## src/rtl/sva_collect_pkg.sv

```systemverilog
// Shared types for the SVA result collector: controller states, the
// per-frame summary record and a saturating increment helper.
package sva_collect_pkg;

  localparam int SVA_FRAME_W = 16;
  localparam int SVA_CNT_W   = 8;

  typedef enum logic [1:0] {
    IDLE  = 2'd0,
    RUN   = 2'd1,
    DRAIN = 2'd2,
    HALT  = 2'd3
  } sva_state_t;

  // One record per non-empty frame, frame index in the most significant bits.
  typedef struct packed {
    logic [SVA_FRAME_W-1:0] frame_idx;
    logic [SVA_CNT_W-1:0]   succ_n;
    logic [SVA_CNT_W-1:0]   fail_n;
    logic [SVA_CNT_W-1:0]   lazy_n;
  } sva_rec_t;

  // Counters up to 32 bits wide share this helper; the value sticks at max_val.
  function automatic logic [31:0] sat_inc(input logic [31:0] val, input logic [31:0] max_val);
    return (val >= max_val) ? max_val : val + 32'd1;
  endfunction

endpackage

```

## src/rtl/sva_collect_fifo.sv

```systemverilog
// Single-clock record FIFO for the SVA result collector. DEPTH must be a
// power of two; a push is accepted while full when a pop happens in the
// same cycle. The head reads as zero while empty.
module sva_collect_fifo
  import sva_collect_pkg::*;
#(
  parameter int  DEPTH = 4,
  parameter type T     = sva_rec_t
) (
  input  logic sys_clk,
  input  logic sys_rst,
  input  logic push,
  input  T     push_data,
  input  logic pop,
  output T     head,
  output logic full,
  output logic empty
);

  localparam int AW = $clog2(DEPTH);

  T               mem [DEPTH];
  logic [AW-1:0]  wr_ptr;
  logic [AW-1:0]  rd_ptr;
  logic [AW:0]    count;
  logic           do_push;
  logic           do_pop;

  assign empty   = (count == '0);
  assign full    = (count == (AW+1)'(DEPTH));
  assign do_pop  = pop && !empty;
  assign do_push = push && (!full || do_pop);

  // Pointer and occupancy bookkeeping; pointers wrap naturally at DEPTH.
  always_ff @(posedge sys_clk) begin
    if (sys_rst) begin
      wr_ptr <= '0;
      rd_ptr <= '0;
      count  <= '0;
    end else begin
      if (do_push) wr_ptr <= wr_ptr + AW'(1);
      if (do_pop)  rd_ptr <= rd_ptr + AW'(1);
      unique case ({do_push, do_pop})
        2'b10:   count <= count + (AW+1)'(1);
        2'b01:   count <= count - (AW+1)'(1);
        default: count <= count;
      endcase
    end
  end

  // Storage is not reset; the empty gate on the head hides stale contents.
  always_ff @(posedge sys_clk) begin
    if (do_push) mem[wr_ptr] <= push_data;
  end

  // Present the head, forced to zero when nothing is stored.
  always_comb begin
    head = '0;
    if (!empty) head = mem[rd_ptr];
  end

endmodule

```

## src/rtl/sva_result_collector.sv

```systemverilog
// Collects per-evaluation SVA verdict strobes into frames delimited by
// frame_tick, queues one summary record per non-empty frame and keeps
// saturating run totals plus first-fail capture.
// Optional: define SVA_COLLECT_HALT_ON_FAIL_EN to stop collection at the
// first fail (HALT state) after pushing the partial frame that holds it.
module sva_result_collector
  import sva_collect_pkg::*;
#(
  parameter int FRAME_W    = SVA_FRAME_W,
  parameter int CNT_W      = SVA_CNT_W,
  parameter int TOT_W      = 32,
  parameter int FIFO_DEPTH = 4
) (
  input  logic                     sys_clk,
  input  logic                     sys_rst,
  input  logic                     enable,
  input  logic                     frame_tick,
  input  logic                     evt_vld,
  input  logic                     evt_succ,
  input  logic                     evt_fail,
  input  logic                     evt_lazy,
  output logic                     rec_valid,
  input  logic                     rec_ready,
  output logic [FRAME_W+3*CNT_W-1:0] rec_data,
  output logic [TOT_W-1:0]         tot_succ,
  output logic [TOT_W-1:0]         tot_fail,
  output logic [TOT_W-1:0]         tot_lazy,
  output logic                     first_fail_vld,
  output logic [FRAME_W-1:0]       first_fail_frame,
  output logic                     overflow,
  output logic                     busy
);

  // Saturation limits; the record fields and totals must stay within 32 bits.
  localparam logic [31:0] CNT_MAX = 32'((64'd1 << CNT_W) - 64'd1);
  localparam logic [31:0] TOT_MAX = 32'((64'd1 << TOT_W) - 64'd1);

  sva_state_t          state;
  sva_state_t          next_state;
  logic [FRAME_W-1:0]  frame_idx;
  logic [CNT_W-1:0]    succ_n;
  logic [CNT_W-1:0]    fail_n;
  logic [CNT_W-1:0]    lazy_n;
  logic [FRAME_W-1:0]  nxt_idx;
  logic [CNT_W-1:0]    nxt_succ;
  logic [CNT_W-1:0]    nxt_fail;
  logic [CNT_W-1:0]    nxt_lazy;
  logic                inc_succ;
  logic                inc_fail;
  logic                inc_lazy;
  logic                frame_nonempty;
  logic                start_run;
  logic                close_push;
  logic                halt_push;
  logic                push;
  sva_rec_t            push_rec;
  sva_rec_t            head_rec;
  logic                fifo_full;
  logic                fifo_empty;
  logic                pop;
  logic                fifo_drop;

  assign inc_succ       = evt_vld && evt_succ;
  assign inc_fail       = evt_vld && evt_fail;
  assign inc_lazy       = evt_vld && evt_lazy;
  assign frame_nonempty = |{succ_n, fail_n, lazy_n};
  assign busy           = (state != IDLE);
  assign rec_valid      = !fifo_empty;
  assign rec_data       = head_rec;
  assign pop            = rec_valid && rec_ready;
  assign push           = close_push || halt_push;
  assign fifo_drop      = push && fifo_full && !pop;

  // Controller state register.
  always_ff @(posedge sys_clk) begin
    if (sys_rst) state <= IDLE;
    else         state <= next_state;
  end

  // Next state plus the run-start and record-push strobes.
  always_comb begin
    next_state = state;
    start_run  = 1'b0;
    close_push = 1'b0;
    halt_push  = 1'b0;
    unique case (state)
      IDLE: begin
        if (enable) begin
          next_state = RUN;
          start_run  = 1'b1;
        end
      end
      RUN: begin
        if (frame_tick && frame_nonempty) close_push = 1'b1;
        if (!enable) next_state = DRAIN;
`ifdef SVA_COLLECT_HALT_ON_FAIL_EN
        // The fail record wins the single push slot over a coincident close.
        if (inc_fail && !first_fail_vld) begin
          close_push = 1'b0;
          halt_push  = 1'b1;
          next_state = HALT;
        end
`endif
      end
      DRAIN: begin
        close_push = frame_nonempty;
        next_state = IDLE;
      end
`ifdef SVA_COLLECT_HALT_ON_FAIL_EN
      HALT: begin
        if (!enable) next_state = IDLE;
      end
`endif
      default: next_state = IDLE;
    endcase
  end

  // Frame counters after this cycle; a same-cycle event belongs to the new frame.
  always_comb begin
    nxt_idx  = frame_idx;
    nxt_succ = succ_n;
    nxt_fail = fail_n;
    nxt_lazy = lazy_n;
    if (frame_tick) begin
      nxt_idx  = frame_idx + FRAME_W'(1);
      nxt_succ = CNT_W'(inc_succ);
      nxt_fail = CNT_W'(inc_fail);
      nxt_lazy = CNT_W'(inc_lazy);
    end else begin
      if (inc_succ) nxt_succ = CNT_W'(sat_inc(32'(succ_n), CNT_MAX));
      if (inc_fail) nxt_fail = CNT_W'(sat_inc(32'(fail_n), CNT_MAX));
      if (inc_lazy) nxt_lazy = CNT_W'(sat_inc(32'(lazy_n), CNT_MAX));
    end
  end

  // Record to push: the closing frame, or the partial frame holding the first fail.
  always_comb begin
    push_rec = '0;
    if (halt_push) begin
      push_rec.frame_idx = nxt_idx;
      push_rec.succ_n    = nxt_succ;
      push_rec.fail_n    = nxt_fail;
      push_rec.lazy_n    = nxt_lazy;
    end else begin
      push_rec.frame_idx = frame_idx;
      push_rec.succ_n    = succ_n;
      push_rec.fail_n    = fail_n;
      push_rec.lazy_n    = lazy_n;
    end
  end

  // Frame counters, run totals and sticky status; cleared on each run start.
  always_ff @(posedge sys_clk) begin
    if (sys_rst) begin
      frame_idx        <= '0;
      succ_n           <= '0;
      fail_n           <= '0;
      lazy_n           <= '0;
      tot_succ         <= '0;
      tot_fail         <= '0;
      tot_lazy         <= '0;
      first_fail_vld   <= 1'b0;
      first_fail_frame <= '0;
      overflow         <= 1'b0;
    end else begin
      if (start_run) begin
        frame_idx        <= '0;
        succ_n           <= '0;
        fail_n           <= '0;
        lazy_n           <= '0;
        tot_succ         <= '0;
        tot_fail         <= '0;
        tot_lazy         <= '0;
        first_fail_vld   <= 1'b0;
        first_fail_frame <= '0;
        overflow         <= 1'b0;
      end else if (state == RUN) begin
        frame_idx <= nxt_idx;
        succ_n    <= nxt_succ;
        fail_n    <= nxt_fail;
        lazy_n    <= nxt_lazy;
        if (inc_succ) tot_succ <= TOT_W'(sat_inc(32'(tot_succ), TOT_MAX));
        if (inc_fail) tot_fail <= TOT_W'(sat_inc(32'(tot_fail), TOT_MAX));
        if (inc_lazy) tot_lazy <= TOT_W'(sat_inc(32'(tot_lazy), TOT_MAX));
        if (inc_fail && !first_fail_vld) begin
          first_fail_vld   <= 1'b1;
          first_fail_frame <= nxt_idx;
        end
      end
      if (fifo_drop) overflow <= 1'b1;
    end
  end

  sva_collect_fifo #(
    .DEPTH (FIFO_DEPTH),
    .T     (sva_rec_t)
  ) u_fifo (
    .sys_clk   (sys_clk),
    .sys_rst   (sys_rst),
    .push      (push),
    .push_data (push_rec),
    .pop       (pop),
    .head      (head_rec),
    .full      (fifo_full),
    .empty     (fifo_empty)
  );

endmodule
```

## config.mk

```make
export PLATFORM = sky130hd
export DESIGN_NAME = sva_result_collector
export DESIGN_NICKNAME = d
export VERILOG_FILES = /design/src/rtl/sva_collect_pkg.sv /design/src/rtl/sva_collect_fifo.sv /design/src/rtl/sva_result_collector.sv
export SDC_FILE = /design/constraint.sdc
export NUM_CORES = 1
export LEC_CHECK = 0
export CORE_MARGIN = 2
export CORE_UTILIZATION = 59
export CTS_CLUSTER_SIZE = 10
export DETAILED_ROUTE_END_ITERATION = 6
export PLACE_DENSITY_LB_ADDON = 0.12
export REMOVE_ABC_BUFFERS = 1
export SYNTH_ARGS = -nofsm -noshare
export SYNTH_HDL_FRONTEND = slang
export SYNTH_SLANG_ARGS = --single-unit
```

## constraint.sdc

```tcl
create_clock -name sys_clk -period 7.45 [get_ports sys_clk]
set_input_delay 1.49 -clock sys_clk [delete_from_list [all_inputs] [get_ports sys_clk]]
set_output_delay 1.49 -clock sys_clk [all_outputs]
set_load 0.02 [all_outputs]
```

==> results <==
- The number of remaining DRC errors is 0.
- Setup repair after global routing left no endpoint under its margin.
- For hold timing, the worst endpoint is overflow$_SDFFE_PP0P_.
- The final-layout setup total negative slack is 0 ns.
- The highest clock rate is 234 MHz.
- The number of cells after detailed placement is roughly 1,600.
- In the post-synthesis netlist, the cell with the most instances is sky130_fd_sc_hd__dfxtp_1.
- The number of cells on the worst reg-to-reg path is 7.
- The reported leakage power is 0.00538 uW.
- The mean area per synthesized cell is 11.6 sq um.
- The critical path's largest stage delay is 0.61 ns.
- The setup-violating endpoint count in the final report is 0.
- The number of antenna violations at the first check in global routing was 0.
- The number of max-cap violations is 0.
- The post-route fraction of the period consumed by the critical path is 0.575.
- The wire length of the first global-routing pass is 48,900 microns.
- The detailed-route wire length per cell is 17.9 microns.
- The worst-case IR drop observed on VDD is 0.139 mV.
- The total power of the final layout is 3670 uW.
- The critical path class is register to primary output.
- The min-delay analysis places its worst path in the category register to register.
- The worst register-to-register path ends at tot_lazy[8]$_SDFFE_PP0P_.
- The clock reaches the later pin of the worst-skew pair after 0.52 ns.
- The minimum clock period is 4.28 ns.
- The flow ran to the end, and the final reports show no timing, DRC or antenna violations.
- The post-CTS setup repair buffer count is 0.
- After clock tree synthesis, the clock-pin slew on the worst setup and hold paths is 0.06 ns.
- The total via count in the routed design is 9,972.
- The number of nets in the layout is 1,386.
- Using the TritonRoute via totals, the vias-per-cell ratio works out to 5.87.
- For this design the ratio of total power to cell area is approximately 220 nW/um^2.
- The wire length after detailed routing is 30,400 microns.
- The register bit total from synthesis is 325.
- The slowest stage of the critical path belongs to the cell sky130_fd_sc_hd__mux4_2.
- The slew at the pin with the worst max-slew slack is 1.19 ns.
- The global placer's final weighted congestion is 0.855.
- The number of antenna cells inserted is 0.
- In this run the clock root is driven by a sky130_fd_sc_hd__clkbuf_16.
- In this run the number of H-tree levels came out at 2.
- The number of warnings reported in the yosys synthesis log is 0.
- The core region is 23,400 sq um.
- The share of post-route cells with drive strength above 1 is 0.0769.
- The reg-to-reg critical path startpoint is state[1]$_SDFFE_PP0P_.
- The max-slew headroom at the worst pin is 0.200.
- In this run the most critical hold path is launched from overflow$_SDFFE_PP0P_.
- Data on the critical path is required at its endpoint by 5.96 ns.
- Compared with the post-synthesis result, the final layout area differs by 20.8%.
- The height of the chip is around 160 microns.
- TritonCTS built the clock tree.
- Of all cell types, the one taking the most synthesized area is sky130_fd_sc_hd__edfxtp_1.
- The initial cell density of the core is 0.600.
- The synthesized instance count is 1,210.
- In this run the count of I/O pins placed on the die edge is 165.
- The first routing iteration left 670 violations.
- The maximum buffer depth of the clock tree is 3.
- Counting distinct cell types in the post-synthesis netlist gives 56.
- The kind of start point of the critical path is a register.
- The cell area after synthesis is 14,000 sq um.
- The register-to-register setup slack is 3.47 ns.
- The number of clock sinks is 325.
- The number of enable flip-flop cells after synthesis is 160.
- For this run, the detailed router's first-pass iteration total came to 5.
- The largest fanout on the critical path is 40.
- The die outline area is approximately 25,000 sq um.
- STA puts the critical path data arrival time at 2.79 ns.
- Ranked by instance count, the synthesized netlist is headed by sky130_fd_sc_hd__dfxtp_1 (165), sky130_fd_sc_hd__edfxtp_1 (160), sky130_fd_sc_hd__a21oi_1 (117).
- For this run the aggregate overflow at the end of global routing stands at 0.
- For this design, the CTS-stage hold fixing added 0 buffers.
- The final hold violation count is 0.
- The number of pins exceeding their max-slew limit in the final report came to 0.
- The detail route stage leaves a number of antenna-violating nets equal to 0.
- Traced cell by cell, the critical path runs through buf_4 > mux4_2 > and2_1 > clkdlybuf4s50_1.
- The share of synthesized area in the top cell type comes to 0.342.
- For this run, the total global-route usage over all layers was measured as 0.246.
- From left edge to right edge, the die measures 158 microns.
- Once the clock tree was built, the resizer swapped 0 gates to a different size.
- The fraction of registers with async set or reset after synthesis is 0.
- Row generation in the floorplan step produced 56 rows.
- The worst hold path was traced through 2 stages.
- In this run, CTS created clock tree buffers numbering 38.
- The final setup skew is 0.0132 ns.
- The final instance count without filler cells is 1,698.
- The dominant synthesized flop cell is sky130_fd_sc_hd__dfxtp_1.
- The HPWL reported at the end of detailed placement is 18,800 microns.
- Sorting the synthesized cells by area gives the leading types as sky130_fd_sc_hd__edfxtp_1 (34%), sky130_fd_sc_hd__dfxtp_1 (24%), sky130_fd_sc_hd__mux4_2 (6.4%).
- The share of synthesized area occupied by flip-flops and latches is 0.578.
- The worst setup path is captured at a primary output.
- The number of global-route vias before repair is 9,446.
- The count of port buffers added during placement is around 160.
- Entering global routing, the biggest net connects 76 pins.
## layer usage
layer | global-route usage | part of all wire | up-vias
met5 | 0 | 0 | -
met4 | 0.0656 | 0.017 | 0
met3 | 0.0509 | 0.065 | 40
met2 | 0.391 | 0.47 | 311
met1 | 0.348 | 0.45 | 4836
li1 | - | - | 4785
## worst max path at each step
stage / slack, ns / depth (start not counted) / to
floorplan: 3.33 / 2 / rec_data[0]
global placement: 2.88 / 6 / tot_lazy[29]$_SDFFE_PP0P_
detailed placement: 2.74 / 6 / tot_lazy[8]$_SDFFE_PP0P_
CTS: 3.10 / 4 / rec_data[13]
global route: 2.94 / 6 / tot_lazy[5]$_SDFFE_PP0P_
finish: 3.17 / 4 / rec_data[17]
## where the power goes
group | switching (uW) | internal, uW | total, uW | leakage (uW)
combinational | 98.4 | 50.6 | 149 | 0.00206
clock | 674 | 967 | 1640 | 0.000522
sequential | 8.86 | 1870 | 1880 | 0.00280
total | 781 | 2890 | 3670 | 0.00538
## sequential cells by signal (all words and copies together), names as in the netlist, named ones only
| signal | cells |
|---|---|
| lazy_n | 8 |
| first_fail_frame | 16 |
| state | 2 |
| tot_fail | 32 |
| fail_n | 8 |
| overflow | 1 |
| tot_succ | 32 |
| tot_lazy | 32 |
| succ_n | 8 |
| u_fifo.rd_ptr | 2 |
| first_fail_vld | 1 |
| u_fifo.mem | 160 |
| u_fifo.count | 3 |
| frame_idx | 16 |
| u_fifo.wr_ptr | 2 |
## critical path: cells and delay by family, from the launching register on
kind | cells | cell delay (ns)
buffers and inverters | 2 | 1.13
multiplexers | 1 | 0.61
flip-flops | 1 | 0.31
AND/OR/NAND/NOR | 1 | 0.18
## layout by cell type, fill, tap and decap left out, drive strengths merged, types with 36 or more instances in the layout
cell	netlist	layout
dfxtp	165	165
nand4	36	36
nor3	45	45
mux4	40	40
edfxtp	160	160
xor2	58	58
nor2	84	84
nand3	49	49
clkbuf	43	59
clkdlybuf4s50	0	164
nand2	73	73
xnor2	46	46
and2	51	51
a21oi	117	117
## cell type report
| cell class | instances | area [sq um] |
|---|---|---|
| clock buffer | 59 | 1050 |
| fill | 1680 | 6450 |
| timing repair buffer | 168 | 1670 |
| sequential | 325 | 8110 |
| clock inverter | 3 | 37.5 |
| multi-input combinational | 799 | 5590 |
| tap | 319 | 399 |
| inverter | 25 | 93.8 |
## logic make-up after synthesis
logic type,count (synthesis),synth area share
and+or+nand+nor,429,0.164
DFF,325,0.578
AOI/OAI and AO/OA,201,0.0820
xor gates and xnor gates,104,0.0649
buffers and inverters,86,0.0251
muxes,45,0.0678
adders and majority gates,20,0.0184
## metrics by stage
| stage | hold slack (ns) | instance area, sq um | worst slack, ns | utilization |
|---|---|---|---|---|
| 2_1_floorplan | 0.455 | 13800 | 3.33 | - |
| 3_3_place_gp | 0.454 | 15900 | 2.88 | 0.678 |
| 3_5_place_dp | 0.452 | 15900 | 2.74 | 0.678 |
| 4_1_cts | 0.470 | 17000 | 3.10 | 0.724 |
| 5_1_grt | 0.506 | 17000 | 2.94 | 0.724 |
| 6_report | 0.465 | 17000 | 3.17 | 0.724 |
No activity file was read; power rests on OpenSTA's default activity.
==> patch 1, RTL diff (same settings) <==
Set the parameter `TOT_W` to 30 (it was 32).
--- a/src/rtl/sva_result_collector.sv
+++ b/src/rtl/sva_result_collector.sv
@@ -8,7 +8,7 @@
 #(
   parameter int FRAME_W    = SVA_FRAME_W,
   parameter int CNT_W      = SVA_CNT_W,
-  parameter int TOT_W      = 32,
+  parameter int TOT_W      = 30,
   parameter int FIFO_DEPTH = 4
 ) (
   input  logic                     sys_clk,
Ports: changed (resized tot_fail, tot_lazy and tot_succ); port bits go from 165 to 159. The function was not compared with the original's and may differ.
==> patch 1 against the original RTL <==
Routed wire length down 1.5%. Sequential cell count down 6. Power down 1.7%. Worst setup slack worse by 43 ps. Cell area down 2.0%. Final cell count down 2.4%. Synthesized area down 2.0%. Count of clock-buffer cells in the layout up 2. Critical path type unchanged. Critical endpoint is now rec_data[6].
==> patch 1: results (changes against the original RTL) <==
- Antenna violations before repair: 0 (unchanged)
- Outcome: completed (unchanged)
- Seq/Total Area, Yosys: 0.581 (was 0.578)
- Synth unique cells: 53 (was 56)
- Largest net degree at the start of global routing: 92 (was 76)
- Fin. Hold Viols: 0 (unchanged)
- Worst endpoint data arrival time: 2830 ps (was 2790 ps)
- First-pass GRT wire length: 48,500 um (was 48,900 um)
- Fraction of layout cells with a size suffix above 1: 0.0789 (was 0.0769)
- DRT iter0 DRCs: 621 (was 670)
- Detailed placement HPWL: 18,600 um (was 18,800 um)
- Worst-case reg-to-reg path depth: 6 (was 7)
- Clock skew: 14.3 ps (was 13.2 ps)
- Met2 usage: 0.401 (was 0.391)
- Reg2Reg Capture Point: tot_lazy[25] (was tot_lazy[8])
- Post-CTS Setup Repair Bufs: 0 (unchanged)
- Clock period minus worst slack: 4320 ps (was 4280 ps)
- Worst Setup EP: rec_data[6] (was rec_data[17])
- Hold WS: 445 ps (was 465 ps)
- Number of global-route vias before repair: 9,189 (was 9,446)
- CTS Buffer Depth: 3 (unchanged)
- Nets: 1,350 (was 1,386)
- Filler cells: 1,569 (was 1,680)
- Pre-CTS setup slack: 3020 ps (was 2740 ps)
- Root buffer cell: clkbuf_16 (unchanged)
- Critical setup path kind: reg2out (unchanged)
- Max transition margin: 0.206 (was 0.200)
- Synth area leaders: edfxtp_1, dfxtp_1, mux4_2 (unchanged)
- Routability congestion estimate: 0.848 (was 0.855)
- Clock transition at path regs: 50 ps
- Total GRT Usage: 0.249 (was 0.246)
- Max VDD drop: 0.000136 V (was 0.000139 V)
- Sum of negative setup slack: 0 ps (unchanged)
- Top post-synthesis cells by count: edfxtp_1, dfxtp_1, a21oi_1, nand2_1, nor2_1 (was dfxtp_1, edfxtp_1, a21oi_1, nor2_1, nand2_1)
- DR vias: 9,671 (was 9,972)
- Met3 Usage GRT: 0.0496 (was 0.0509)
- Buffers on Ports: 158 (was 164)
- Max FFs per register: 160 (unchanged)
- Post-synth EDFFs: 160 (unchanged)
- H-tree lvl count: 2 (unchanged)
- Leak: 5.33 nW (was 5.38 nW)
- TritonRoute pass-1 iters: 5 (unchanged)
- Class of the worst hold path: reg2reg (unchanged)
- Met1 Use GR: 0.345 (was 0.348)
- CTS buffer count: 37 (was 38)
- Post-cts gate resize count: 0 (unchanged)
- Drt wl/cell: 18.1 um (was 17.9 um)
- R2R Setup Slk: 4280 ps (was 3470 ps)
==> patch 1: changes by cell type after synthesis, moves of 6 or more <==
cell | unedited run | this run
o21ai_0 | 29 | 39
dfxtp_1 | 165 | 159
xnor2_1 | 46 | 39
nor2_1 | 83 | 76
nor4_1 | 22 | 11
buf_2 | 12 | 6
and3_1 | 20 | 30
nor3_1 | 44 | 26
==> patch 1: kinds of logic (layout without fill, tap and decap cells) <==
kind of cell,after synthesis,after routing,synth area share
AOI/OAI and AO/OA,202,202,0.0836
xor gates and xnor gates,102,102,0.0650
adders and majority gates,20,20,0.0187
buffers and inverters,80,246,0.0229
DFF,319,319,0.581
muxes,44,44,0.0684
and+or+nand+nor,411,411,0.160
==> patch 1: area by class of cell <==
class	count	area share
flip-flops and latches	319	0.481
repair buffers	162	0.0970
well taps	313	0.0236
clock inverters	1	0.000527
clock buffers	61	0.0637
multi-input cells	779	0.329
inverters	22	0.00497
==> patch 1: report_power, final <==
| part | internal [mW] | switching, mW |
|---|---|---|
| Clock | 0.963 | 0.649 |
| Combinational | 0.0496 | 0.0996 |
| Sequential | 1.84 | 0.00866 |
==> patch 1: how the worst min path moves through the flow <==
stage	start	to	depth (start not counted)
floorplan	u_fifo.count[2]	u_fifo.count[2]	2
global placement	overflow	overflow	2
detailed placement	overflow	overflow	2
CTS	overflow	overflow	2
global route	overflow	overflow	2
finish	overflow	overflow	2
==> patch 1: per-stage QoR <==
stage / instances / total power [mW] / area, um2 / utilization
after global placement: 1595 / 2.03 / 15500 / 0.683
final: 1657 / 3.61 / 16600 / 0.729
after floorplan: 1120 / 1.97 / 13500 / -
after global routing: 1657 / 3.71 / 16600 / 0.729
after CTS: 1657 / 3.64 / 16600 / 0.729
after detailed placement: 1595 / 2.03 / 15500 / 0.683
==> patch 1: critical path: stages (launching register included) <==
cell and delay [ps]:
dfxtp_2 310, buf_4 630, mux4_2 650, and2_1 190, clkdlybuf4s50_1 530
==> patch 1: per-layer routing <==
layer  routed length, um  vias up  share of wire
li1                    -     4620              -
met1               13300     4685           0.44
met2               14100      315           0.47
met3                1900       51          0.063
met4                 686        0          0.023
met5                   0        -              0
==> patch 2, RTL diff (same settings) <==
Without the edit above. Encoding of `sva_state_t`: now one-hot (4 bits for 4 states).
--- a/src/rtl/sva_collect_pkg.sv
+++ b/src/rtl/sva_collect_pkg.sv
@@ -5,11 +5,11 @@
   localparam int SVA_FRAME_W = 16;
   localparam int SVA_CNT_W   = 8;
 
-  typedef enum logic [1:0] {
-    IDLE  = 2'd0,
-    RUN   = 2'd1,
-    DRAIN = 2'd2,
-    HALT  = 2'd3
+  typedef enum logic [3:0] {
+    IDLE  = 4'b0001,
+    RUN   = 4'b0010,
+    DRAIN = 4'b0100,
+    HALT  = 4'b1000
   } sva_state_t;
 
   // One record per non-empty frame, frame index in the most significant bits.
Check against the original RTL: same outputs for any inputs over 4 cycles, from zero or initial values and one cycle with sys_rst high; so few cycles prove little.
==> patch 2 against the original RTL <==
Routed wire length increased by 5.0%. Worst setup slack worse by 75 ps. Non-clock buffer count rose by 4. Synthesized area grew 0.62%. Highest routed layer unchanged. Synthesized cell count grew 0.17%. Largest cell class unchanged. Cell area is 1.1% higher. Final cell count increased by 0.88%. Sequential cell count rose by 1.
Power is not compared: it rests on default switching activity, and its combinational part moved more than twofold at a synthesized area within 25%.
==> patch 2: results (changes against the original RTL) <==
- First-pass GRT wire length: 51,900 um (was 48,900 um)
- Fraction of layout cells with a size suffix above 1: 0.0811 (was 0.0769)
- Total GRT Usage: 0.253 (was 0.246)
- DRT iter0 DRCs: 797 (was 670)
- Cells after DPL: 1,649 (was 1,636)
- R2R Setup Slk: 4350 ps (was 3470 ps)
- Worst endpoint data arrival time: 2870 ps (was 2790 ps)
- Detailed placement HPWL: 19,800 um (was 18,800 um)
- Synth area leaders: edfxtp_1, dfxtp_1, mux4_2 (unchanged)
- Reg2Reg Capture Point: tot_fail[14] (was tot_lazy[8])
- Crit path largest cell delay: 650 ps (was 610 ps)
- Complex-gate fraction of the synthesized area: 0.0826 (was 0.0820)
- Clock skew: 6.44 ps (was 13.2 ps)
- Synthesized instance count: 1,212 (was 1,210)
- Post-route setup slack: 3090 ps (was 3170 ps)
- Outcome: completed (unchanged)
- Reg with most FFs: u_fifo.mem (unchanged)
- Number of global-route vias before repair: 9,905 (was 9,446)
- CTS Buffer Depth: 3 (unchanged)
- Max transition margin: 0.198 (was 0.200)
- Routability congestion estimate: 0.839 (was 0.855)
- Seq/Total Area, Yosys: 0.576 (was 0.578)
- Top post-synthesis cells by count: dfxtp_1, edfxtp_1, a21oi_1, nor2_1, and2_1 (was dfxtp_1, edfxtp_1, a21oi_1, nor2_1, nand2_1)
- TritonRoute pass-1 iters: 5 (unchanged)
- Post-Synth Adder-Cell Area: 0.0147 (was 0.0184)
- Synth unique cells: 62 (was 56)
- DR vias: 10,200 (was 9,972)
- Nets: 1,395 (was 1,386)
- Worst Setup EP: rec_data[17] (unchanged)
- Pre-CTS setup slack: 2790 ps (was 2740 ps)
- Hold WS: 474 ps (was 465 ps)
- Xor/xnor share of the synthesized area: 0.0645 (was 0.0649)
- Placed Area: 16,000 um2 (was 15,900 um2)
- Final Instance Area: 17,100 um2 (was 17,000 um2)
- Post-synthesis mux area share: 0.0680 (was 0.0678)
## patch 2: cell count changes after synthesis, moves of 8 or more
| cell | delta |
|---|---|
| nand3_1 | -8 |
| xor2_1 | -9 |
| nor3_1 | -11 |
| nand2_1 | -20 |
| clkbuf_1 | -15 |
| xnor2_1 | +9 |
| nor2b_1 | +9 |
| nor4_1 | -9 |
| nor2_1 | +15 |
| o21ai_0 | +16 |
| nand4_1 | +10 |
## patch 2: metal layers
layer	GRT usage	vias to the layer above	part of all wire
met5	0	-	0
met4	0.0651	0	0.015
met3	0.0507	44	0.063
met2	0.411	336	0.48
met1	0.350	4936	0.44
li1	-	4838	-
## patch 2: layout make-up
| cell class | count | area share |
|---|---|---|
| Clock buffer | 64 | 0.0655 |
| Inverter | 18 | 0.00394 |
| Multi-Input combinational cell | 814 | 0.334 |
| Sequential cell | 326 | 0.474 |
| Tap cell | 319 | 0.0233 |
| Timing Repair Buffer | 172 | 0.0993 |
